`src/rtl/ctrl_seq_pkg.sv`:
```
// Shared types for the ctrl_seq sequencer: FSM states, opcode constants,
// instruction classification and two-phase (EXEC2) classification.
package ctrl_seq_pkg;

    typedef enum logic [2:0] {
        S_HALT,
        S_FETCH,
        S_EXEC1,
        S_EXEC2,
        S_FAULT
    } state_e;

    typedef enum logic [3:0] {
        OC_ALU, OC_LDA, OC_STA, OC_JMP, OC_JCX, OC_MUL, OC_PSH,
        OC_POP, OC_LDR, OC_STR, OC_CLL, OC_RTN, OC_NOP, OC_STP
    } op_class_e;

    localparam logic [5:0] OP_JMP = 6'b000000;
    localparam logic [5:0] OP_JMA = 6'b000001;
    localparam logic [5:0] OP_MUL = 6'b011100;
    localparam logic [5:0] OP_MLA = 6'b011101;
    localparam logic [5:0] OP_MLS = 6'b011110;
    localparam logic [5:0] OP_PSH = 6'b101000;
    localparam logic [5:0] OP_POP = 6'b101001;
    localparam logic [5:0] OP_LDR = 6'b101010;
    localparam logic [5:0] OP_STR = 6'b101011;
    localparam logic [5:0] OP_CLL = 6'b100110;
    localparam logic [5:0] OP_RTN = 6'b100111;
    localparam logic [5:0] OP_NOP = 6'b111110;
    localparam logic [5:0] OP_STP = 6'b111111;

    function automatic op_class_e classify(input logic [15:0] ir);
        logic [5:0] op;
        op = ir[14:9];
        if (ir[15]) return ir[14] ? OC_STA : OC_LDA;
        case (op)
            OP_JMP, OP_JMA:         return OC_JMP;
            OP_MUL, OP_MLA, OP_MLS: return OC_MUL;
            OP_PSH:                 return OC_PSH;
            OP_POP:                 return OC_POP;
            OP_LDR:                 return OC_LDR;
            OP_STR:                 return OC_STR;
            OP_CLL:                 return OC_CLL;
            OP_RTN:                 return OC_RTN;
            OP_NOP:                 return OC_NOP;
            OP_STP:                 return OC_STP;
            default:
                // 0001xx and 0010xx are conditional jumps; everything left is ALU
                return (op[5:2] == 4'b0001 || op[5:2] == 4'b0010) ? OC_JCX : OC_ALU;
        endcase
    endfunction

    function automatic logic is_two_phase(input op_class_e c);
        return c inside {OC_LDA, OC_LDR, OC_POP, OC_RTN, OC_MUL};
    endfunction

endpackage

```
`src/rtl/ctrl_seq_decode.sv`:
```
// Combinational decode of the captured instruction register into an
// instruction class, two-phase flag and register-field selects.
module ctrl_seq_decode
    import ctrl_seq_pkg::*;
(
    input  logic [15:0] ir,
    output op_class_e   cls,
    output logic        two_phase,
    output logic [2:0]  dst,
    output logic [2:0]  src1,
    output logic [2:0]  src2
);

    always_comb begin
        cls       = classify(ir);
        two_phase = is_two_phase(cls);
        dst       = (cls == OC_LDA) ? ir[13:11] : ir[8:6];
        src1      = ir[5:3];
        src2      = ir[2:0];
    end

endmodule

```
`src/rtl/ctrl_seq.sv`:
```
// Multi-cycle instruction sequencer: HALT/FETCH/EXEC1/EXEC2/FAULT with stack tracking.
// Define CTRL_SEQ_MEM_WAIT_EN to stall FETCH and final EXEC2 on mem_ready.
module ctrl_seq
    import ctrl_seq_pkg::*;
#(
    parameter int unsigned STACK_DEPTH = 16,
    parameter int unsigned MUL_CYCLES  = 1,
    parameter int unsigned NREG        = 8
) (
    input  logic            clk,
    input  logic            rst,
    input  logic            start,
    input  logic [15:0]     instr,
    input  logic            cond_result,
    input  logic            mem_ready,
    output logic [2:0]      phase,
    output logic [NREG-1:0] reg_we,
    output logic [2:0]      s1,
    output logic [2:0]      s2,
    output logic [2:0]      s3,
    output logic            pc_inc,
    output logic            pc_load,
    output logic            imem_en,
    output logic            dmem_en,
    output logic            dmem_we,
    output logic            stk_push,
    output logic            stk_pop,
    output logic            halted,
    output logic            fault
);

    localparam int unsigned OCC_W = $clog2(STACK_DEPTH) + 1;

    state_e           state;
    logic [15:0]      ir;
    logic [OCC_W-1:0] occ;
    logic [1:0]       mul_cnt;

    op_class_e cls;
    logic      two_phase;
    logic [2:0] dst, src1, src2;

    ctrl_seq_decode u_decode (
        .ir        (ir),
        .cls       (cls),
        .two_phase (two_phase),
        .dst       (dst),
        .src1      (src1),
        .src2      (src2)
    );

    logic mem_ok;
`ifdef CTRL_SEQ_MEM_WAIT_EN
    assign mem_ok = mem_ready;
`else
    logic unused_mem_ready;
    assign unused_mem_ready = mem_ready;
    assign mem_ok = 1'b1;
`endif

    logic stk_err, last_x2;
    logic [NREG-1:0] dst_oh;

    assign stk_err = ((cls == OC_PSH || cls == OC_CLL) && occ == OCC_W'(STACK_DEPTH))
                  || ((cls == OC_POP || cls == OC_RTN) && occ == '0);
    assign last_x2 = (mul_cnt == '0) && mem_ok;

    always_comb begin
        dst_oh = '0;
        for (int unsigned i = 0; i < NREG; i++) dst_oh[i] = (32'(dst) == i);
    end

    always_comb begin
        phase    = '0;
        reg_we   = '0;
        s1       = '0;
        s2       = '0;
        s3       = '0;
        pc_inc   = 1'b0;
        pc_load  = 1'b0;
        imem_en  = 1'b0;
        dmem_en  = 1'b0;
        dmem_we  = 1'b0;
        stk_push = 1'b0;
        stk_pop  = 1'b0;
        halted   = (state == S_HALT);
        fault    = (state == S_FAULT);
        case (state)
            S_FETCH: begin
                phase   = 3'b001;
                imem_en = 1'b1;
            end
            S_EXEC1: begin
                phase = 3'b010;
                s1 = src1;
                s2 = src2;
                s3 = dst;
                // a stack overflow/underflow suppresses every strobe of the instruction
                if (!stk_err) begin
                    case (cls)
                        OC_ALU: begin reg_we = dst_oh; pc_inc = 1'b1; end
                        OC_LDA, OC_LDR: dmem_en = 1'b1;
                        OC_STA, OC_STR: begin dmem_en = 1'b1; dmem_we = 1'b1; pc_inc = 1'b1; end
                        OC_JMP: begin pc_load = 1'b1; reg_we = NREG'(1); end
                        OC_CLL: begin pc_load = 1'b1; reg_we = NREG'(1); stk_push = 1'b1; end
                        OC_JCX: begin
                            if (cond_result) begin pc_load = 1'b1; reg_we = NREG'(1); end
                            else pc_inc = 1'b1;
                        end
                        OC_PSH: begin stk_push = 1'b1; pc_inc = 1'b1; end
                        OC_POP, OC_RTN: stk_pop = 1'b1;
                        OC_NOP, OC_STP: pc_inc = 1'b1;
                        default: ;
                    endcase
                end
            end
            S_EXEC2: begin
                phase = 3'b100;
                s1 = src1;
                s2 = src2;
                s3 = dst;
                if (last_x2) begin
                    if (cls == OC_RTN) begin
                        pc_load = 1'b1;
                        reg_we  = NREG'(1);
                    end else begin
                        reg_we = dst_oh;
                        pc_inc = 1'b1;
                    end
                end
            end
            default: ;
        endcase
    end

    always_ff @(posedge clk or posedge rst) begin
        if (rst) begin
            state   <= S_HALT;
            ir      <= '0;
            occ     <= '0;
            mul_cnt <= '0;
        end else begin
            case (state)
                S_HALT: if (start) state <= S_FETCH;
                S_FAULT: begin
                    if (start) begin
                        occ   <= '0;
                        state <= S_FETCH;
                    end
                end
                S_FETCH: begin
                    if (mem_ok) begin
                        ir    <= instr;
                        state <= S_EXEC1;
                    end
                end
                S_EXEC1: begin
                    if (stk_err) begin
                        state <= S_FAULT;
                    end else begin
                        if (stk_push) occ <= occ + 1'b1;
                        if (stk_pop)  occ <= occ - 1'b1;
                        if (cls == OC_STP) begin
                            occ   <= '0;
                            state <= S_HALT;
                        end else if (two_phase) begin
                            mul_cnt <= (cls == OC_MUL) ? 2'(MUL_CYCLES - 1) : 2'd0;
                            state   <= S_EXEC2;
                        end else begin
                            state <= S_FETCH;
                        end
                    end
                end
                S_EXEC2: begin
                    if (mul_cnt != '0) mul_cnt <= mul_cnt - 1'b1;
                    else if (mem_ok)   state   <= S_FETCH;
                end
                default: state <= S_HALT;
            endcase
        end
    end

endmodule

```
`config.mk`:
```
export PLATFORM = sky130hd
export DESIGN_NAME = ctrl_seq
export DESIGN_NICKNAME = d
export VERILOG_FILES = /design/src/rtl/ctrl_seq_pkg.sv /design/src/rtl/ctrl_seq_decode.sv /design/src/rtl/ctrl_seq.sv
export SDC_FILE = /design/constraint.sdc
export NUM_CORES = 1
export LEC_CHECK = 0
export ABC_AREA = 0
export CORE_ASPECT_RATIO = 2
export CORE_MARGIN = 5
export CORE_UTILIZATION = 35
export DETAILED_ROUTE_END_ITERATION = 7
export GPL_TIMING_DRIVEN = 0
export SYNTH_ARGS = -nofsm -noshare
export SYNTH_HDL_FRONTEND = slang
export SYNTH_SLANG_ARGS = --single-unit
```
`constraint.sdc`:
```
create_clock -name clk -period 5.2 [get_ports clk]
set_input_delay 0.52 -clock clk [delete_from_list [all_inputs] [get_ports clk]]
set_output_delay 0.52 -clock clk [all_outputs]
set_load 0.005 [all_outputs]
```
# Yosys cells after proc, flatten, opt, wreduce, memory -nomap -nowiden
# Index checks and enable logic that the tools add are counted.
dict set report word_totals {
  out_inout_bits 29
  word_cells 142
  reg_bits 26
}
dict set report op_classes {
  n_mux 59
  eq_ne 47
  addsub 3
  n_reduce_logical 29
}
# cell count
set ops {}
lappend ops {{$eq 6x6->1 const B} 8}
lappend ops {{$pmux 4 s10} 1}
lappend ops {{$mux 5} 5}
lappend ops {{$eq 4x4->1 const B} 6}
lappend ops {{$mux 3} 8}
lappend ops {{$mux 8} 3}
lappend ops {{$pmux 8 s3} 1}
lappend ops {{$mux 1} 23}
lappend ops {{$eq 6x5->1 const B} 3}
lappend ops {{$eq 4x3->1 const B} 4}
lappend ops {{$pmux 8 s2} 1}
lappend ops {{$eq 3x3->1 const B} 5}
lappend ops {{$mux 2} 7}
lappend ops {{$reduce_or 2->1} 7}
lappend ops {{$eq 3x2->1 const B} 4}
lappend ops {{$eq 4x2->1 const B} 3}
lappend ops {{$ne 2x2->1 const B} 6}
lappend ops {{$pmux 3 s4} 1}
lappend ops {{$pmux 5 s2} 1}
lappend ops {{$pmux 3 s3} 1}
lappend ops {{$eq 4x1->1 const B} 2}
lappend ops {{$mux 4} 2}
lappend ops {{$pmux 1 s2} 4}
lappend ops {{$eq 3x1->1 const B} 2}
lappend ops {{other kinds (23)} 30}

# Logic depth before layout (Yosys ltp)
# Gate-level depths: netlist of run 1.
dict set report logic_depth {
  ltp_word 16
  depth_mapped 15
}

# By module
# A second synthesis of run 1 with hierarchy kept.
dict set report unflattened {
  cells_unflattened 217
  area_unflattened_um2 2001.9
}
# mod cells_per_inst area_per_inst_um2 n_inst
set modules_own_cells {}
lappend modules_own_cells {ctrl_seq 173 1657.8 1}
lappend modules_own_cells {ctrl_seq_decode 44 344.1 1}

# Worst setup path before layout of run 1
# Ideal clock, no wire load.
dict set report synth_path {
  kind {flip-flop to flip-flop}
  start {register ir[12]}
  end {register occ[4]}
  t_arrival_ns 3.247
  path_slack_ns 1.873
  path_stages_with_launch 15
  required_time_ns 5.120
  n_path_buf 2
  synth_period_minus_slack_ns 3.327
  setup_time_ns 0.080
  path_cell_list {dfrtp_1 -> buf_6 -> buf_8 -> xor2_4 -> nand2_1 -> o21a_1 -> a31oi_4 -> or3_1 -> fa_1 -> nor2b_1 -> o21ai_0 -> nor2b_1 -> or4_4 -> a211o_1 -> o211ai_2}
}
dict set report synth_via {
  elab_chain_cells 15
}
# element line_no
set synth_lines {}
lappend synth_lines {{start, declared} ctrl_seq.sv:35} ;# logic [15:0] ir;
lappend synth_lines {{start signal, assigned} ctrl_seq.sv:153} ;# ir <= instr;
lappend synth_lines {{$eq 4x1->1 / $eq 4x2->1 (equally long branches)} ctrl_seq_pkg.sv:49} ;# return (op[5:2] == 4'b0001 || op[5:2] == 4'b0010) ? OC_JCX : OC_ALU;
lappend synth_lines {{$logic_or 1x1->1} ctrl_seq_pkg.sv:49}
lappend synth_lines {{$mux 3} ctrl_seq_pkg.sv:49}
lappend synth_lines {{$pmux 4 s10 (*)} ctrl_seq_pkg.sv:36} ;# case (op)
lappend synth_lines {{$mux 4 (*)} ctrl_seq_pkg.sv:36}
lappend synth_lines {{$eq 4x3->1 (tied with other cells)} {ctrl_seq.sv:64, ctrl_seq.sv:100}}
lappend synth_lines {{$logic_or 1x1->1 (on tied branches)} {ctrl_seq.sv:64, ctrl_seq.sv:65}}
lappend synth_lines {{$logic_and 1x1->1 (on tied branches)} {ctrl_seq.sv:64, ctrl_seq.sv:65}}
lappend synth_lines {{$logic_or 1x1->1} ctrl_seq.sv:65} ;# || ((cls == OC_POP || cls == OC_RTN) && occ == '0);
lappend synth_lines {{$mux 1} ctrl_seq.sv:99} ;# if (!stk_err) begin
lappend synth_lines {{$mux 1} ctrl_seq.sv:88} ;# case (state)
lappend synth_lines {{$mux 5} ctrl_seq.sv:162} ;# if (stk_pop) occ <= occ - 1'b1;
lappend synth_lines {{$mux 5} ctrl_seq.sv:163} ;# if (cls == OC_STP) begin
lappend synth_lines {{$mux 5} ctrl_seq.sv:158} ;# if (stk_err) begin
lappend synth_lines {{$pmux 5 s2} ctrl_seq.sv:143} ;# case (state)
lappend synth_lines {{end signal, assigned} ctrl_seq.sv:161} ;# if (stk_push) occ <= occ + 1'b1;
lappend synth_lines {{end signal, assigned} ctrl_seq.sv:162}
lappend synth_lines {{end, declared} ctrl_seq.sv:36} ;# logic [OCC_W-1:0] occ;
# Every way passes the cells marked *; elsewhere a longest branch is shown, timed or not. The select of a mux whose other input is x is not followed.
# A chain may end at the register's enable or synchronous reset.

# Worst setup path in the final report of run 1
dict set report layout_path {
  start {register ir[10]}
  end {output port reg_we[3]}
}
dict set report layout_via {
  elab_chain_cells 10
}
# element line_no
set layout_lines {}
lappend layout_lines {{$eq 6x5->1 (tied with other cells)} ctrl_seq_pkg.sv:36}
lappend layout_lines {{$reduce_or 3->1 / $reduce_or 2->1 (equally long branches)} ctrl_seq_pkg.sv:36}
lappend layout_lines {{$pmux 4 s10 (*)} ctrl_seq_pkg.sv:36}
lappend layout_lines {{$mux 4 (*)} ctrl_seq_pkg.sv:36}
lappend layout_lines {{$eq 4x1->1 (tied with other cells)} ctrl_seq_decode.sv:17} ;# dst = (cls == OC_LDA) ? ir[13:11] : ir[8:6];
lappend layout_lines {{$mux 3 (tied with other cells)} ctrl_seq_decode.sv:17}
lappend layout_lines {{$eq 3x2->1 (tied with other cells)} ctrl_seq.sv:70} ;# for (int unsigned i = 0; i < NREG; i++) dst_oh[i] = (32'(dst) == i);
lappend layout_lines {{$pmux 8 s3 (tied with other cells)} ctrl_seq.sv:100} ;# case (cls)
lappend layout_lines {{$mux 8 (on tied branches)} {ctrl_seq.sv:99, ctrl_seq.sv:122}}
lappend layout_lines {{$pmux 8 s2 (*)} ctrl_seq.sv:88}
lappend layout_lines {{end, declared} ctrl_seq.sv:17} ;# output logic [NREG-1:0] reg_we,
# Every way passes the cells marked *; elsewhere a longest branch is shown, timed or not.

==> flow_summary_export.csv, run 1 <==
group,metric,value,unit
synthesis,synth.most_common_cell,"dfrtp_1",
synthesis,synthTopCellsByArea,"dfrtp_1, mux2_2, nor2_1",
worst_setup_path,crit_type,"reg2out",
floorplanning,core_area,6010,sq um
timing,hold_ws,0.498,ns
floorplanning,ioPinCount,50,
placement,io_buffers,48,
cells_and_area,fin_nets,316,
floorplanning,die_area,7980,sq um
job,cap_violations,0,
global_route,grt_use_total,15.3,%
timing,slew_headroom,30.9,%
worst_setup_path,endpoint_kind,"output pin",
cells_and_area,stdcell_count,352,
detailed_routing,vias_per_cell,5.49,
detailed_routing,routedWlPerCell,16.5,um
cells_and_area,area_growth,29.8,%
cts,cts_hold_buf,0,
floorplanning,initial_core_util,36.2,%
placement,finalWeightedCongestion,0.824,
detailed_routing,wl,5790,um
detailed_routing,drt_iter0_drc,39,
timing,setup-tns-final,0,ns
floorplanning,die_w,65.7,um
synthesis,ys_types,69,
worst_setup_path,required,4.68,ns
min_path,min_path_type,"reg2reg",
timing,hold_viol_final,0,
synthesis,synthArstFlopShare,100,%
timing,setup_viol,0,
worst_setup_path,critPathMaxFanout,9,
cts,cts_tree,"yes",
timing,clock_skew,0.00402,ns
timing,fin_crit,3.68,ns
synthesis,netlist_instances,237,
synthesis,synth_edf_count,0,
synthesis,synth-seq-cells,26,
detailed_routing,dr.pass1.iters,4,
timing,rsz0062_at_grt,"no",
synthesis,synth.top_cell.area_share,30.0,%
cts,cts_buffers,3,
cts,path_clk_slew,0.07,ns
detailed_routing,ant_nets,0,
cells_and_area,antenna_cells,0,
cells_and_area,fill_cells,594,
timing,period_share,70.7,%
placement,place_inst,348,
cells_and_area,drive_above_1_share,16.3,%
synthesis,synth_top_area_cell,"dfrtp_1",
timing,worst_slew_pin_slew,1.04,ns
placement,place.detailed.hpwl,4680,um
worst_setup_path,worst_ep_arrival_time,3.16,ns
power_and_ir_drop,power_leakage,0.00116,uW
global_route,grt_pass1_wl,9540,um
global_route,antenna_found_initial,0,
floorplanning,die_y,121,um
global_route,first_global_vias,2054,
cts,cts.repair.resized,0,
floorplanning,rows,40,
synthesis,syn-num-nets,263,
detailed_routing,post-route-drc-count,0,
cts,clk_latency,0.26,ns
power_and_ir_drop,power_density,609,nW/um^2
synthesis,ys_top_cells_by_count,"dfrtp_1, nor2_1, nand2_1",
timing,slew_viol_final,0,
global_route,grt_max_degree,27,
cts,cts_setup_buffers,0,
detailed_routing,routed-via-count,1931,
synthesis,synth-main-ff-cell,"dfrtp_1",
worst_setup_path,cp-start-kind,"flip-flop",
timing,max_freq,272,MHz
synthesis,yosysWarnings,0,
synthesis,seq_area_frac_synth,30.0,%
cts,clk_path_buf_depth,2,
power_and_ir_drop,ir_worst_vdd,0.275,mV
synthesis,syn_area_per_cell,9.16,sq um
global_route,grt_overflow,0,
cts,root_buffer,"clkbuf_16",
cts,htree_levels,1,
cts,cts_num_sinks,26,
run_status,status,"finished, final reports clean",
synthesis,netlist_area,2170,sq um
-- cells in the final DEF, fill, tap and decap left out, types with 3 or more instances in the layout --
cell and instances:
clkdlybuf4s50_1 48, dfrtp_1 26, nor2_1 24, nand2_1 21, mux2_2 14, inv_1 13, nor3_1 12, a21oi_1 9
o21ai_0 8, and2_1 7, clkbuf_1 4, buf_6 4, a31o_1 4, nor2b_1 4, mux2i_1 4, ha_1 4
and3_1 3, o21ai_1 3, nand3_1 3, nand2b_1 3, o22ai_1 3, mux2_1 3, clkbuf_16 3
-- flip-flops by register name (all words and copies together) (netlist names) --
register	count
state	3
mul_cnt	2
occ	5
ir	16
-- report_power, final --
part	switching, uW	leakage (uW)	internal (uW)
sequential	60.5	0.000324	283
clock	70.2	0.0000442	118
combinational	628	0.000794	560
total	759	0.00116	960
-- cell type report --
cell class / count / area, sq um / share of cell area, %
plain buffers: 13 / 100 / 3.55
multi-input cells: 185 / 1370 / 48.7
clock buffers: 4 / 88.8 / 3.15
well taps: 63 / 78.8 / 2.80
flip-flops and latches: 26 / 651 / 23.1
repair buffers: 48 / 480 / 17.0
inverters: 13 / 48.8 / 1.73
-- per-layer routing --
layer,wire length (um),share of wire [%],vias up,global-route usage (%)
li1,-,-,956,-
met1,2110,36,913,15.1
met2,3310,57,52,29.9
met3,222,3.8,10,2.32
met4,153,2.6,0,7.01
met5,0,0,-,0
-- critical path: stages (launching register included) --
cell	delay, ns
dfrtp_1	0.47
and2_1	0.18
buf_6	0.13
a32oi_2	0.25
o21a_1	0.28
mux2_4	0.36
a2bb2oi_4	0.19
o22a_1	0.28
nor3_1	0.22
clkdlybuf4s50_1	0.54
-- cell families (layout without fill, tap and decap cells) --
group                      after synthesis  after routing  share of synthesized area [%]
and+or+nand+nor                         97             97                           24.3
AOI/OAI and AO/OA                       56             56                           21.5
DFF                                     26             26                           30.0
buffers and inverters                   26             78                           6.85
muxes                                   22             22                           11.3
adders and majority gates                5              5                           3.23
xor gates and xnor gates                 5              5                           2.88
-- worst paths after layout --
check	startpoint	end	slack (ns)	cells after the start
max	ir[10]$_DFFE_PP0P_	reg_we[3]	1.52	9
min	ir[4]$_DFFE_PP0P_	ir[4]$_DFFE_PP0P_	0.50	1
max reg2reg	ir[11]$_DFFE_PP0P_	occ[4]$_DFFE_PP0P_	1.55	13
min reg2reg	ir[4]$_DFFE_PP0P_	ir[4]$_DFFE_PP0P_	0.50	1
max in group asynchronous	rst	mul_cnt[0]$_DFFE_PP0P_	3.76	2
min in group asynchronous	rst	ir[1]$_DFFE_PP0P_	0.81	2
-- stage by stage --
stage / cell area (sq um) / total power, uW / util, % / worst slack [ns]
after floorplan: 2170 / 1170 / - / 1.87
after global placement: 2730 / 1540 / 45.5 / 1.60
after detailed placement: 2730 / 1540 / 45.5 / 1.58
after CTS: 2820 / 1740 / 47.0 / 1.49
after global routing: 2820 / 1860 / 47.0 / 1.33
final: 2820 / 1720 / 47.0 / 1.52
No activity file was read; power rests on OpenSTA's default activity.
==> inputs of run 2 (changes only) <==
==> constraint.sdc (replaced) <==
create_clock -name clk -period 3.4 [get_ports clk]
set_input_delay 0.34 -clock clk [delete_from_list [all_inputs] [get_ports clk]]
set_output_delay 0.34 -clock clk [all_outputs]
set_load 0.005 [all_outputs]
==> run 2 against run 1 <==
Die area stayed put. Core utilization is 3.9 points higher. First-iteration DRC count is 62% higher. Clock-buffer cell count stayed put. Clock power is 56% higher. Combinational power is 80% higher. Hold slack hardly changed. Critical endpoint is now pc_inc. Highest routed layer unchanged.
==> flow_summary_export.csv, run 2 (synthesis results as in run 1) <==
group,metric,value,unit
cells_and_area,fin_nets,329,
global_route,grt_pass1_wl,9750,um
worst_setup_path,r2r_start,"ir[12]$_DFFE_PP0P_",
detailed_routing,routedWlPerCell,16.9,um
run_status,status,"finished, final reports clean",
power_and_ir_drop,power_leakage,0.00126,uW
power_and_ir_drop,power,2960,uW
detailed_routing,drt_iter0_drc,63,
worst_setup_path,reg2regPathDepth,13,
timing,rsz0062_at_grt,"yes",
global_route,grt_overflow,0,
worst_setup_path,cp-startpoint,"ir[12]$_DFFE_PP0P_",
timing,fin_crit,3.29,ns
cells_and_area,largest_register_ffs,16,
worst_setup_path,endpoint_kind,"output pin",
worst_setup_path,worst_ep_arrival_time,2.95,ns
placement,finalWeightedCongestion,0.824,
min_path,hp-start,"ir[2]$_DFFE_PP0P_",
floorplanning,ioPinCount,50,
power_and_ir_drop,p_comb_share,72.4,%
cells_and_area,finish.utilization,50.8,%
cts,cts_tree,"yes",
power_and_ir_drop,clkPwrFrac,9.9,%
cells_and_area,area_growth,40.5,%
job,cap_violations,0,
cts,cts_buffers,3,
cts,root_buffer,"clkbuf_16",
cells_and_area,top_register,"ir",
placement,io_buffers,48,
worst_setup_path,critPathMaxFanout,8,
detailed_routing,ant_nets,0,
min_path,min_path_type,"reg2reg",
placement,place.detailed.hpwl,4680,um
cells_and_area,final_common_cell,"clkdlybuf4s50_1",
worst_setup_path,r2r-end,"occ[4]$_DFFE_PP0P_",
detailed_routing,wl,6160,um
min_path,holdPathStages,1,
global_route,antenna_found_initial,0,
power_and_ir_drop,power_density,970,nW/um^2
cells_and_area,antenna_cells,0,
floorplanning,rows,40,
power_and_ir_drop,p_int,1670,uW
floorplanning,die_w,65.7,um
global_route,grt_max_degree,27,
worst_setup_path,cp-start-kind,"flip-flop",
cells_and_area,stdcell_count,365,
worst_setup_path,crit_type,"reg2out",
timing,slew_headroom,29.6,%
cts,clk_latency,0.27,ns
timing,period_share,96.8,%
global_route,grt_use_total,15.7,%
timing,slew_viol_final,0,
cells_and_area,largestRegisters,"ir (16), occ (5), state (3)",
floorplanning,die_area,7980,sq um
cts,cts_num_sinks,26,
min_path,min_to,"ir[2]$_DFFE_PP0P_",
detailed_routing,dr.pass1.iters,4,
power_and_ir_drop,switching_share,43.6,%
timing,hold_ws,0.499,ns
detailed_routing,post-route-drc-count,0,
worst_setup_path,required,3.06,ns
global_route,first_global_vias,2090,
worst_setup_path,r2r_slack,0.11,ns
timing,clock_skew,0.00600,ns
floorplanning,die_y,121,um
power_and_ir_drop,power.net_switching,1290,uW
power_and_ir_drop,ir_worst_vdd,0.453,mV
cts,clk_path_buf_depth,2,
timing,worst_slew_pin_slew,1.05,ns
timing,hold_viol_final,0,
cts,htree_levels,1,
timing,max_freq,304,MHz
detailed_routing,routed-via-count,2048,
detailed_routing,vias_per_cell,5.61,
cells_and_area,most-common-layout-cells,"clkdlybuf4s50_1, dfrtp_1, nor2_1",
placement,place_inst,348,
timing,setup_viol,0,
cts,path_clk_slew,0.07,ns
floorplanning,core_area,6010,sq um
floorplanning,initial_core_util,36.2,%
power_and_ir_drop,seq_power_share,17.7,%
cells_and_area,drive_above_1_share,26.2,%
[run 2: changes by cell type in the layout (fill, tap and decap cells not counted), sizes merged]
cell  change
buf      +13
[run 2: layout make-up]
type                            instances  area [sq um]
Fill cell                             580          2950
Buffer                                 13           101
Inverter                               13          48.8
Timing Repair Buffer                   61           608
Clock buffer                            4          88.8
Multi-Input combinational cell        185          1470
Tap cell                               63          78.8
Sequential cell                        26           652
[run 2: per-stage QoR]
stage	TNS, ns	instance area (sq um)	worst slack [ns]
after floorplan	0	2170	0.0731
after global placement	-0.197	2730	-0.197
after detailed placement	-0.217	2730	-0.217
after CTS	0	2920	0.00679
after global routing	-0.0525	3050	-0.0405
final	0	3050	0.108
[run 2: worst max path at each step]
stage	end	slack (ns)	cells after the start
detailed placement	occ[4]$_DFFE_PP0P_	-0.22	13
finish	pc_inc	0.11	9
global route	occ[4]$_DFFE_PP0P_	-0.04	14
global placement	occ[4]$_DFFE_PP0P_	-0.20	13
floorplan	occ[4]$_DFFE_PP0P_	0.07	14
CTS	occ[4]$_DFFE_PP0P_	0.007	13
[run 2: power groups by stage]
| stage | Clock (uW) | Sequential, uW | Combinational, uW |
|---|---|---|---|
| after floorplan | 0 | 507 | 1280 |
| after global placement | 0 | 531 | 1820 |
| after detailed placement | 0 | 532 | 1830 |
| after CTS | 303 | 528 | 1970 |
| after global routing | 314 | 544 | 2310 |
| final | 293 | 523 | 2140 |
[run 2: per-layer routing]
layer,wire [um],GRT usage (%),up-vias
li1,-,-,982
met1,2150,15.3,984
met2,3540,30.7,66
met3,281,2.32,16
met4,190,7.01,0
met5,0,0,-
[run 2: critical path: stages, from the launching register on]
cell and delay (ns):
dfrtp_1 0.37, buf_6 0.14, xor2_1 0.15, o31a_2 0.32
buf_4 0.16, o21ba_2 0.23, a31o_1 0.24, a222oi_1 0.42
o22ai_1 0.17, clkdlybuf4s50_1 0.47
[run 2: repair_timing]
| item | in CTS | in global routing |
|---|---|---|
| cloned | 0 | 1 |
| setup buffers | 7 | 5 |
| pin swaps | 9 | 10 |
| hold buffers | 0 | 0 |
| resized for setup | 13 | 16 |
| endpoints found under the setup margin | 8 | 9 |
